==> config.mk <==
export PLATFORM = sky130hd
export DESIGN_NAME = serial_subtractor
export DESIGN_NICKNAME = d
export VERILOG_FILES = /design/src/rtl/serial_subtractor.sv
export SDC_FILE = /design/constraint.sdc
export NUM_CORES = 1
export LEC_CHECK = 0
export BUFFER_PORTS_ARGS = -buffer_cell sky130_fd_sc_hd__buf_2
export CAP_MARGIN = 20
export CORE_UTILIZATION = 54
export DETAILED_ROUTE_END_ITERATION = 8
export PLACE_DENSITY = 0.78
export SETUP_SLACK_MARGIN = 0.3
export SKIP_LAST_GASP = 1
export SLEW_MARGIN = 0
export SYNTH_ARGS = -nofsm -noshare
export SYNTH_HDL_FRONTEND = slang
export SYNTH_SLANG_ARGS = --single-unit
==> constraint.sdc <==
create_clock -name clk -period 1.9 [get_ports clk]
set_input_delay 0.095 -clock clk [delete_from_list [all_inputs] [get_ports clk]]
set_output_delay 0.095 -clock clk [all_outputs]
set_load 0.01 [all_outputs]
==> src/rtl/serial_subtractor.sv <==
// Digit-serial subtractor: diff = a - b - bin over WIDTH/DIGIT cycles, LSB first,
// with a registered borrow between digits and a start/busy/done handshake.
module serial_subtractor #(
   parameter int unsigned WIDTH = 8,
   parameter int unsigned DIGIT = 1
) (
   input  logic             clk,
   input  logic             rst_n,
   input  logic             start,
   input  logic [WIDTH-1:0] a,
   input  logic [WIDTH-1:0] b,
   input  logic             bin,
   output logic             busy,
   output logic             done,
   output logic [WIDTH-1:0] diff,
   output logic             borrow,
   output logic             ovf
);

   localparam int unsigned N     = (DIGIT == 0) ? 1 : WIDTH / DIGIT;
   localparam int unsigned CNT_W = (N > 1) ? $clog2(N) : 1;

   generate
      if (WIDTH < 1 || DIGIT < 1 || (WIDTH % DIGIT) != 0) begin : g_bad_params
         $error("serial_subtractor: DIGIT must be >= 1 and divide WIDTH exactly");
      end
   endgenerate

   typedef enum logic [1:0] {
      S_IDLE = 2'd0,
      S_RUN  = 2'd1,
      S_DONE = 2'd2
   } state_t;

   state_t             state_q, state_d;
   logic [WIDTH-1:0]   a_q, a_d;
   logic [WIDTH-1:0]   b_q, b_d;
   logic [WIDTH-1:0]   res_q, res_d;
   logic               brw_q, brw_d;
   logic [CNT_W-1:0]   cnt_q, cnt_d;
   logic               amsb_q, amsb_d;
   logic               bmsb_q, bmsb_d;
   logic [WIDTH-1:0]   diff_q, diff_d;
   logic               borrow_q, borrow_d;
   logic               ovf_q, ovf_d;
   logic               busy_q, busy_d;
   logic               done_q, done_d;

   logic [DIGIT-1:0]   d_chain;
   logic               c_chain;
   logic [WIDTH-1:0]   res_sh;

   // Ripple of DIGIT full-subtractor cells fed by the low operand bits.
   always_comb begin
      d_chain = '0;
      c_chain = brw_q;
      for (int i = 0; i < int'(DIGIT); i++) begin
         d_chain[i] = a_q[i] ^ b_q[i] ^ c_chain;
         c_chain    = (~a_q[i] & b_q[i]) | (~(a_q[i] ^ b_q[i]) & c_chain);
      end
      res_sh = WIDTH'({d_chain, res_q} >> DIGIT);
   end

   // Next-state and datapath control.
   always_comb begin
      state_d  = state_q;
      a_d      = a_q;
      b_d      = b_q;
      res_d    = res_q;
      brw_d    = brw_q;
      cnt_d    = cnt_q;
      amsb_d   = amsb_q;
      bmsb_d   = bmsb_q;
      diff_d   = diff_q;
      borrow_d = borrow_q;
      ovf_d    = ovf_q;

      case (state_q)
         S_IDLE, S_DONE: begin
            if (start) begin
               a_d     = a;
               b_d     = b;
               brw_d   = bin;
               amsb_d  = a[WIDTH-1];
               bmsb_d  = b[WIDTH-1];
               cnt_d   = '0;
               state_d = S_RUN;
            end else begin
               state_d = S_IDLE;
            end
         end
         S_RUN: begin
            a_d   = a_q >> DIGIT;
            b_d   = b_q >> DIGIT;
            res_d = res_sh;
            brw_d = c_chain;
            cnt_d = CNT_W'(cnt_q + 1'b1);
            if (cnt_q == CNT_W'(N - 1)) begin
               diff_d   = res_sh;
               borrow_d = c_chain;
               // Overflow only when operand signs differ and the result sign leaves a's.
               ovf_d    = (amsb_q ^ bmsb_q) & (res_sh[WIDTH-1] ^ amsb_q);
               state_d  = S_DONE;
            end
         end
         default: state_d = S_IDLE;
      endcase

      busy_d = (state_d == S_RUN);
      done_d = (state_d == S_DONE);
   end

   always_ff @(posedge clk or negedge rst_n) begin
      if (!rst_n) begin
         state_q  <= S_IDLE;
         a_q      <= '0;
         b_q      <= '0;
         res_q    <= '0;
         brw_q    <= 1'b0;
         cnt_q    <= '0;
         amsb_q   <= 1'b0;
         bmsb_q   <= 1'b0;
         diff_q   <= '0;
         borrow_q <= 1'b0;
         ovf_q    <= 1'b0;
         busy_q   <= 1'b0;
         done_q   <= 1'b0;
      end else begin
         state_q  <= state_d;
         a_q      <= a_d;
         b_q      <= b_d;
         res_q    <= res_d;
         brw_q    <= brw_d;
         cnt_q    <= cnt_d;
         amsb_q   <= amsb_d;
         bmsb_q   <= bmsb_d;
         diff_q   <= diff_d;
         borrow_q <= borrow_d;
         ovf_q    <= ovf_d;
         busy_q   <= busy_d;
         done_q   <= done_d;
      end
   end

   assign busy   = busy_q;
   assign done   = done_q;
   assign diff   = diff_q;
   assign borrow = borrow_q;
   assign ovf    = ovf_q;

endmodule

==> implementation parameters, run 1 <==
Parameter                              Value

Placement
  # port buffers ... 31
  Placer Congestion ... ~0.72
  Half-perimeter wire length after placement ... ~2.3 mm
  Placement Cell Area ... about 0.0020 mm²

Power
  Worst VDD drop ... 0.962 mV
  Pwr per Cell Area ... between 1500 and 2000 mW/mm²
  Total power consumption of the routed design ... around 0.0034 W
  LEAKAGE ... between 1 and 1.5 nW

Setup path
  Startpoint class of the critical path ... flop
  Critical path, cell by cell ... ha_1 > ha_1 > nand3b_1 > buf_12 > mux2_2
  Buffers and inverters on the worst path ... 1
  CP arrival ... 1.80 ns
  Beginning of the worst register-to-register path ... cnt_q[0]
  Category of cells accounting for the largest share of critical-path delay ... adder cells
  Worst reg2reg endpoint ... diff[4]
  WS Path Type ... flop to flop
  R2r worst-path depth ... 5
  Setup slack of the worst register-to-register path ... around 0.35 ns
  Critical Path End Type ... flop
  Slowest stage cell, crit path ... sky130_fd_sc_hd__dfrtp_1
  Highest cell delay on the worst timing path ... 0.41 ns
  Most common cell type on the critical path ... sky130_fd_sc_hd__ha_1
  Worst endpoint required time ... 2.16 ns
  Worst-path maximum fanout ... 10

Timing
  Pin slew with the least headroom to its limit ... 0.721 ns
  Worst clock skew ... ~0.014 ns
  Post-route fraction of the period consumed by the critical path ... 81.3%
  Achievable clock frequency ... about 650 MHz
  Final Hold Viols ... 0
  Total Negative Setup Slacks ... 0 ns
  Final max-slew violation count ... 0
  Unrepaired setup endpoints after global routing ... yes
  Slew HR ... between 50 and 60%
  Final setup vio count ... 0
  Shortest period the worst path allows ... around 1.5 ns

Synth
  Biggest area consumer among synthesized cells ... sky130_fd_sc_hd__dfrtp_1
  Cell area after synthesis ... 0.00177 mm²
  Portion of synthesized cell area occupied by the leading cell type ... between 60% and 70%
  Yosys warns ... 0
  Count of distinct cell types in the synthesized netlist ... 20
  Cell count after synthesis ... about 170
  Post-synthesis sequential element count ... between 40 and 50
  Post-synthesis area per instance ... 10.2 µm²
  Sequential-to-total area share from yosys stat ... between 60% and 70%
  Top cells by area, synth ... sky130_fd_sc_hd__dfrtp_1, sky130_fd_sc_hd__nand2_1, sky130_fd_sc_hd__mux2_2, sky130_fd_sc_hd__a31oi_1, sky130_fd_sc_hd__nor2_1
  Post-synthesis net count ... 197

Detailed routing
  Average wire per cell in the routed design ... roughly 13 µm
  Detailed-route wire length ... 3.49 mm
  Number of vias after detailed routing ... around 1400
  Count of antenna-violating nets left after detailed routing ... 0
  Length of the first detailed-routing pass in iterations ... 6
  Remaining design rule violation count ... 0
  Drt initial violations ... 62
  Average vias per placed instance ... a little over 5

Layout
  Number of nets at the end of the flow ... between 200 and 300
  Final non-filler cell area ... 0.00225 mm²
  Layout Area Growth over Synthesis ... 27.2%
  Number of diodes ... 0
  Fraction of layout instances using a drive strength above 1 ... between 20% and 30%

Global routing
  GRT Residual Overflow ... 0
  First-pass GRT wire length ... 6.03 mm
  Pin count of the biggest net entering global routing ... 25
  Via count of the first global-routing pass ... 1384
  Total global routing track utilization ... between 20% and 30%
  Initial antenna violation count ... 0

Clock network
  Insertion delay to the later sink of the worst-skew pair ... 0.36 ns
  Maximum clock path buffer count ... 2
  Clock-pin slew on the worst setup and hold paths ... 0.12 ns
  Num Clock Sinks ... 43
  Clock buffers created by TritonCTS ... 5
  CTS Root Buffer Type ... sky130_fd_sc_hd__clkbuf_4
  H-tree levels ... 2
  TritonCTS clock tree ... built

Floorplan
  Die Span X ... between 50 and 60 µm
  Full die area ... about 0.0035 mm²
  Number of core rows ... 20
  Starting Density ... 57.4%
  Floorplan die height ... approximately 59 µm
  Core box area ... slightly above 0.003 mm²
  I/O pin cnt ... 32

Min path
  Worst hold path type ... input port to async pin

Flow run
  Total of max-cap violations ... 0

Status
  Result of the run ... finished, final reports clean
[power breakdown]
part | internal [W] | total, W | switching (W)
Combinational | 0.000654 | 0.00144 | 0.000782
Clock | 0.000143 | 0.000430 | 0.000287
Sequential | 0.00133 | 0.00157 | 0.000238
Total | 0.00213 | 0.00344 | 0.00131
[repair_timing]
| item | CTS | global route |
|---|---|---|
| endpoints found under the setup margin | 10 | 11 |
| endpoints found under the hold margin | 41 | 0 |
| resized for setup | 0 | 1 |
| pin swaps | 1 | 0 |
| hold buffers | 18 | 0 |
| buffers inserted | 1 | 1 |
[cells in the final DEF (no fill, tap or decap)]
cell                            Yosys  routed
sky130_fd_sc_hd__nor3b_1            1       1
sky130_fd_sc_hd__inv_1              4       4
sky130_fd_sc_hd__a21oi_1            1       1
sky130_fd_sc_hd__clkinvlp_4         0       1
sky130_fd_sc_hd__dfrtp_1           43      43
sky130_fd_sc_hd__ha_1               2       2
sky130_fd_sc_hd__o21ai_0            5       5
sky130_fd_sc_hd__clkinv_2           0       1
sky130_fd_sc_hd__buf_4              3       9
sky130_fd_sc_hd__a31oi_1           14      14
sky130_fd_sc_hd__fa_1               1       1
sky130_fd_sc_hd__mux2_2             8       8
sky130_fd_sc_hd__clkbuf_4           0       5
sky130_fd_sc_hd__a221o_1            1       1
sky130_fd_sc_hd__a22o_1             4       4
sky130_fd_sc_hd__nand2_1           57      57
sky130_fd_sc_hd__nand2b_2           0       1
sky130_fd_sc_hd__nand2b_1           2       1
sky130_fd_sc_hd__nor2b_1            3       3
sky130_fd_sc_hd__nand3_1            1       1
sky130_fd_sc_hd__nand3b_1           1       1
sky130_fd_sc_hd__nor2_1            16      16
sky130_fd_sc_hd__dlygate4sd3_1      0      18
sky130_fd_sc_hd__clkbuf_1           3       1
sky130_fd_sc_hd__buf_12             0       1
sky130_fd_sc_hd__buf_2              4      31
[area by class of cell]
type	instances	area [µm²]
Clock buffer	6	41.3
Fill cell	245	830
Tap cell	44	55.1
Clock inverter	2	12.5
Inverter	4	15.0
Timing Repair Buffer	59	423
Multi-Input combinational cell	117	626
Sequential cell	43	1080
[worst max path at each step]
| stage | to | slack (ns) | startpoint | cells after the start |
|---|---|---|---|---|
| CTS | diff[4] | 0.35 | cnt_q[0] | 5 |
| global placement | diff[6] | 0.25 | cnt_q[0] | 4 |
| detailed placement | diff[4] | 0.15 | cnt_q[0] | 4 |
| finish | diff[4] | 0.35 | cnt_q[0] | 5 |
| global route | diff[5] | 0.30 | cnt_q[0] | 5 |
| floorplan | diff[4] | 0.31 | cnt_q[0] | 5 |
[cell usage after synthesis]
cell and instances:
sky130_fd_sc_hd__nor2b_1 3, sky130_fd_sc_hd__nor3b_1 1, sky130_fd_sc_hd__o21ai_0 5, sky130_fd_sc_hd__nand3_1 1
sky130_fd_sc_hd__clkbuf_1 3, sky130_fd_sc_hd__nand2_1 57, sky130_fd_sc_hd__nor2_1 16, sky130_fd_sc_hd__buf_4 3
sky130_fd_sc_hd__a21oi_1 1, sky130_fd_sc_hd__a221o_1 1, sky130_fd_sc_hd__a22o_1 4, sky130_fd_sc_hd__buf_2 4
sky130_fd_sc_hd__inv_1 4, sky130_fd_sc_hd__fa_1 1, sky130_fd_sc_hd__ha_1 2, sky130_fd_sc_hd__nand2b_1 2
sky130_fd_sc_hd__nand3b_1 1, sky130_fd_sc_hd__mux2_2 8, sky130_fd_sc_hd__a31oi_1 14, sky130_fd_sc_hd__dfrtp_1 43
[logic make-up (layout without fill, tap and decap cells)]
kind of cell	Yosys count	in the layout	share of synthesized area [%]
and+or+nand+nor	81	81	18.4
DFF	43	43	60.9
AOI/OAI and AO/OA	25	25	9.20
buffers and inverters	14	71	3.89
muxes	8	8	5.10
adders and majority gates	3	3	2.55
[flip-flops by register name, indices dropped and copies added, names as in the netlist]
signal and cells:
a_q 8, amsb_q 1, b_q 8, bmsb_q 1, borrow 1, brw_q 1
busy 1, cnt_q 3, diff 8, done 1, ovf 1, res_q 7
state_q 2
[metrics by stage]
stage                     hold slack [ns]  worst slack [ns]  instances  utilization (%)
after floorplan                    -0.201             0.306        174                -
after global placement             0.0826             0.255        247             64.5
after detailed placement           0.0899             0.153        247             64.5
after CTS                           0.229             0.352        274             72.7
after global routing                0.240             0.296        275             73.0
final                               0.214             0.355        275             73.0
[per-layer routing]
layer	global-route usage (%)	up-vias	share of wire [%]
met4	15.3	0	3.1
li1	-	679	-
met1	27.0	680	41
met5	0	-	0
met2	41.7	37	52
met3	5.02	11	3.3
[worst reg2reg max path, delay by kind of cell (launching register included)]
| kind | cells | cell delay [ns] |
|---|---|---|
| buf+inv | 1 | 0.15 |
| flops | 1 | 0.41 |
| fa+ha+maj | 2 | 0.42 |
| mux | 1 | 0.33 |
| simple gates | 1 | 0.15 |
Note: power is estimated with default switching activity, not from simulation.
==> run 2, diff against run 1 <==
Settings changed: ABC_AREA from default to 1, CORE_UTILIZATION 54 to 55.
Clock period 1.9 ns to 1.6 ns, I/O delays scaled along.
==> run 2 against run 1 <==
  * Clock skew fell by 0.0024 ns
  * Cell count rose by 18%
  * Setup slack got worse by 0.13 ns
  * Sequential share of layout area shrank 1.7 points
  * Non-clock buffer count decreased by 19
  * Total power rose by 36%
  * Utilization decreased by 4.7 points
  * Die area increased by 11%
  * Highest routed layer unchanged
==> implementation parameters, run 2 <==
Parameter                              Value

Synth
  Share of flip-flops with an asynchronous set or reset after synthesis ... 100% (unchanged)
  Top cells by area, synth ... sky130_fd_sc_hd__dfrtp_1, sky130_fd_sc_hd__nand2_1, sky130_fd_sc_hd__inv_1, sky130_fd_sc_hd__nand3_1, sky130_fd_sc_hd__o21ai_2
  Number of flops mapped to enable cells by yosys ... 0 (unchanged)
  Most frequently used flop master after synthesis ... sky130_fd_sc_hd__dfrtp_1
  Count of distinct cell types in the synthesized netlist ... 19 (-5.0%)
  Post-synthesis area per instance ... 8.44 µm² (-17%)
  Most common cell in the synthesized netlist ... sky130_fd_sc_hd__nand2_1
  Yosys warns ... 0 (unchanged)
  Cell area after synthesis ... 0.00201 mm² (+14%)
  Cell count after synthesis ... 238 (+37%)
  Ranking of synthesized cells by instance count ... sky130_fd_sc_hd__nand2_1, sky130_fd_sc_hd__dfrtp_1, sky130_fd_sc_hd__inv_1
  Post-synthesis net count ... 261 (+32%)
  Portion of synthesized cell area occupied by the leading cell type ... 53.5% (-7.3 points)
  Sequential-to-total area share from yosys stat ... 53.5% (-7.3 points)
  Biggest area consumer among synthesized cells ... sky130_fd_sc_hd__dfrtp_1
  Post-synthesis sequential element count ... 43 (unchanged)

Timing
  Final hold slack ... 0.0426 ns (-0.172 ns)
  Final Hold Viols ... 0 (unchanged)
  Final setup vio count ... 0 (unchanged)
  Achievable clock frequency ... 725 MHz (+12%)
  Crit path setup slack, layout ... 0.220 ns (-0.135 ns)
  Unrepaired setup endpoints after global routing ... yes
  Slew HR ... 65.1% (+13 points)
  Final max-slew violation count ... 0 (unchanged)
  Pin slew with the least headroom to its limit ... 0.523 ns (-0.198 ns)
  Total Negative Setup Slacks ... 0 ns (unchanged)
  Shortest period the worst path allows ... 1.38 ns (-0.165 ns)
  Worst clock skew ... 0.0117 ns (-0.00239 ns)
  Post-route fraction of the period consumed by the critical path ... 86.3% (+4.9 points)

Detailed routing
  Length of the first detailed-routing pass in iterations ... 4 (-2)
  Number of vias after detailed routing ... 1603 (+14%)
  Detailed-route wire length ... 3.79 mm (+8.6%)
  Remaining design rule violation count ... 0 (unchanged)
  Average vias per placed instance ... 4.93 (-3.6%)
  Count of antenna-violating nets left after detailed routing ... 0 (unchanged)
  Drt initial violations ... 79 (+27%)
  Average wire per cell in the routed design ... 11.6 µm (-8.1%)

Setup path
  Worst-path maximum fanout ... 3 (-7)
  Worst endpoint required time ... 1.85 ns (-0.31 ns)
  Startpoint class of the critical path ... flop
  Critical path, cell by cell ... inv_1 > fa_1 > inv_2 > nand3_2 > nand2_1 > nand2_1 > nand2_1
  Most common cell type on the critical path ... sky130_fd_sc_hd__nand2_1
  Setup slack of the worst register-to-register path ... 0.22 ns (-0.13 ns)
  Highest cell delay on the worst timing path ... 0.55 ns (+0.14 ns)
  WS Path Type ... flop to flop
  Critical Path End Type ... flop
  Buffers and inverters on the worst path ... 2 (+1)
  Category of cells accounting for the largest share of critical-path delay ... adder cells
  CP arrival ... 1.63 ns (-0.17 ns)
  Slowest stage cell, crit path ... sky130_fd_sc_hd__fa_1

Clock network
  Insertion delay to the later sink of the worst-skew pair ... 0.34 ns (-0.02 ns)
  Maximum clock path buffer count ... 2 (unchanged)
  Num Clock Sinks ... 43 (unchanged)
  TritonCTS clock tree ... built
  H-tree levels ... 2 (unchanged)
  CTS Root Buffer Type ... sky130_fd_sc_hd__clkbuf_4
  Clock buffers created by TritonCTS ... 5 (unchanged)
  Clock-pin slew on the worst setup and hold paths ... 0.13 ns (about the same)

Placement
  Placement Cell Area ... 0.00218 mm² (+10%)
  Worst setup timing slack at the placement stage ... 0.198 ns (+0.0459 ns)
  # port buffers ... 31 (unchanged)
  Placer Congestion ... 0.721 (-0.19%)
  Half-perimeter wire length after placement ... 2.40 mm (+3.6%)

Floorplan
  Core box area ... 0.00342 mm² (+11%)
  Starting Density ... 58.8% (+1.4 points)
  Floorplan die height ... 62.4 µm (+5.4%)
  Number of core rows ... 21 (+5.0%)
  Full die area ... 0.00390 mm² (+11%)
  I/O pin cnt ... 32 (unchanged)
  Die Span X ... 62.4 µm (+5.4%)

Layout
  Most frequent cells in the layout ... sky130_fd_sc_hd__nand2_1, sky130_fd_sc_hd__dfrtp_1, sky130_fd_sc_hd__inv_1
  Fraction of layout instances using a drive strength above 1 ... 24.7% (+0.056 points)
  Filler cell count in the final layout ... 289 (+18%)
  Layout Area Growth over Synthesis ... 16.3%
  Number of nets at the end of the flow ... 301 (+19%)
  Final non-filler cell area ... 0.00234 mm² (+3.9%)
  Final core utilization ... 68.4% (-4.7 points)
  Number of diodes ... 0 (unchanged)
  Most common cell after layout, fill and taps aside ... sky130_fd_sc_hd__nand2_1

Global routing
  First-pass GRT wire length ... 6.66 mm (+10%)
  Initial antenna violation count ... 0 (unchanged)
  Total global routing track utilization ... 21.9% (-2.3 points)
  Pin count of the biggest net entering global routing ... 44 (+76%)
  Via count of the first global-routing pass ... 1466 (+5.9%)
  GRT Residual Overflow ... 0 (unchanged)

Power
  Worst VDD drop ... 0.899 mV (-6.5%)
  Pwr per Cell Area ... 2000 mW/mm² (+31%)
  LEAKAGE ... 1.32 nW (+15%)

Flow run
  Total of max-cap violations ... 0 (unchanged)

Min path
  Worst hold path type ... input port to flop

Status
  Result of the run ... finished, final reports clean
[run 2: changes by cell type after synthesis, moves of 13 or more]
cell	change
sky130_fd_sc_hd__a31oi_1	-14
sky130_fd_sc_hd__inv_1	+39
sky130_fd_sc_hd__nand3_1	+30
sky130_fd_sc_hd__nand2_1	+19
sky130_fd_sc_hd__nor2_1	-13
[run 2: worst min-delay path, delay by kind of cell]
family	cells	cell delay (ns)
buffers and inverters	2	0.10
AND/OR/NAND/NOR	3	0.16
[run 2: kinds of logic after synthesis]
family | after synthesis | share of synthesized area, %
AND/OR/NAND/NOR | 115 | 25.0
buffers and inverters | 55 | 12.2
flip-flops | 43 | 53.5
AO/OA/AOI/OAI | 22 | 6.97
adder cells (fa/ha/maj) | 3 | 2.24
[run 2: repair_timing]
action	in CTS	in global routing
hold endpoints to repair	46	0
hold buffers	3	0
pin swaps	5	1
setup endpoints to repair	23	28
cloned	1	1
gates resized for setup	3	7
setup buffers	1	1
[run 2: routing by layer]
metal	global-route usage, %	wire, µm	part of all wire [%]	vias to the layer above
li1	-	-	-	808
met1	31.8	1830	48	758
met2	32.1	1760	47	31
met3	3.83	142	3.8	6
met4	10.2	55	1.5	0
met5	0	0	0	-
[run 2: metrics by stage]
stage | total power [W] | std cells
3_3_place_gp | 0.00388 | 310
2_1_floorplan | 0.00350 | 238
4_1_cts | 0.00456 | 323
3_5_place_dp | 0.00395 | 310
6_report | 0.00467 | 325
5_1_grt | 0.00513 | 325
[run 2: layout make-up]
| class | instances | area (µm²) | area share, % |
|---|---|---|---|
| Clock buffer | 5 | 37.5 | 1.61 |
| Inverter | 46 | 180 | 7.71 |
| Clock inverter | 3 | 15.0 | 0.643 |
| Sequential cell | 43 | 1080 | 46.1 |
| Multi-Input combinational cell | 142 | 738 | 31.6 |
| Tap cell | 46 | 57.6 | 2.46 |
| Timing Repair Buffer | 40 | 230 | 9.86 |
[run 2: worst paths after layout]
check | startpoint | cells past startpoint | end
min | a[4] | 5 | a_q[4]
min in group asynchronous | rst_n | 3 | res_q[3]
max in group asynchronous | rst_n | 3 | state_q[0]
max | brw_q | 7 | ovf
min reg2reg | res_q[1] | 2 | diff[0]
max reg2reg | brw_q | 7 | ovf
[run 2: power by group]
| group | switching [W] | internal, W |
|---|---|---|
| logic | 0.00140 | 0.000876 |
| clock network | 0.000331 | 0.000164 |
| registers | 0.000294 | 0.00160 |
| total | 0.00203 | 0.00264 |
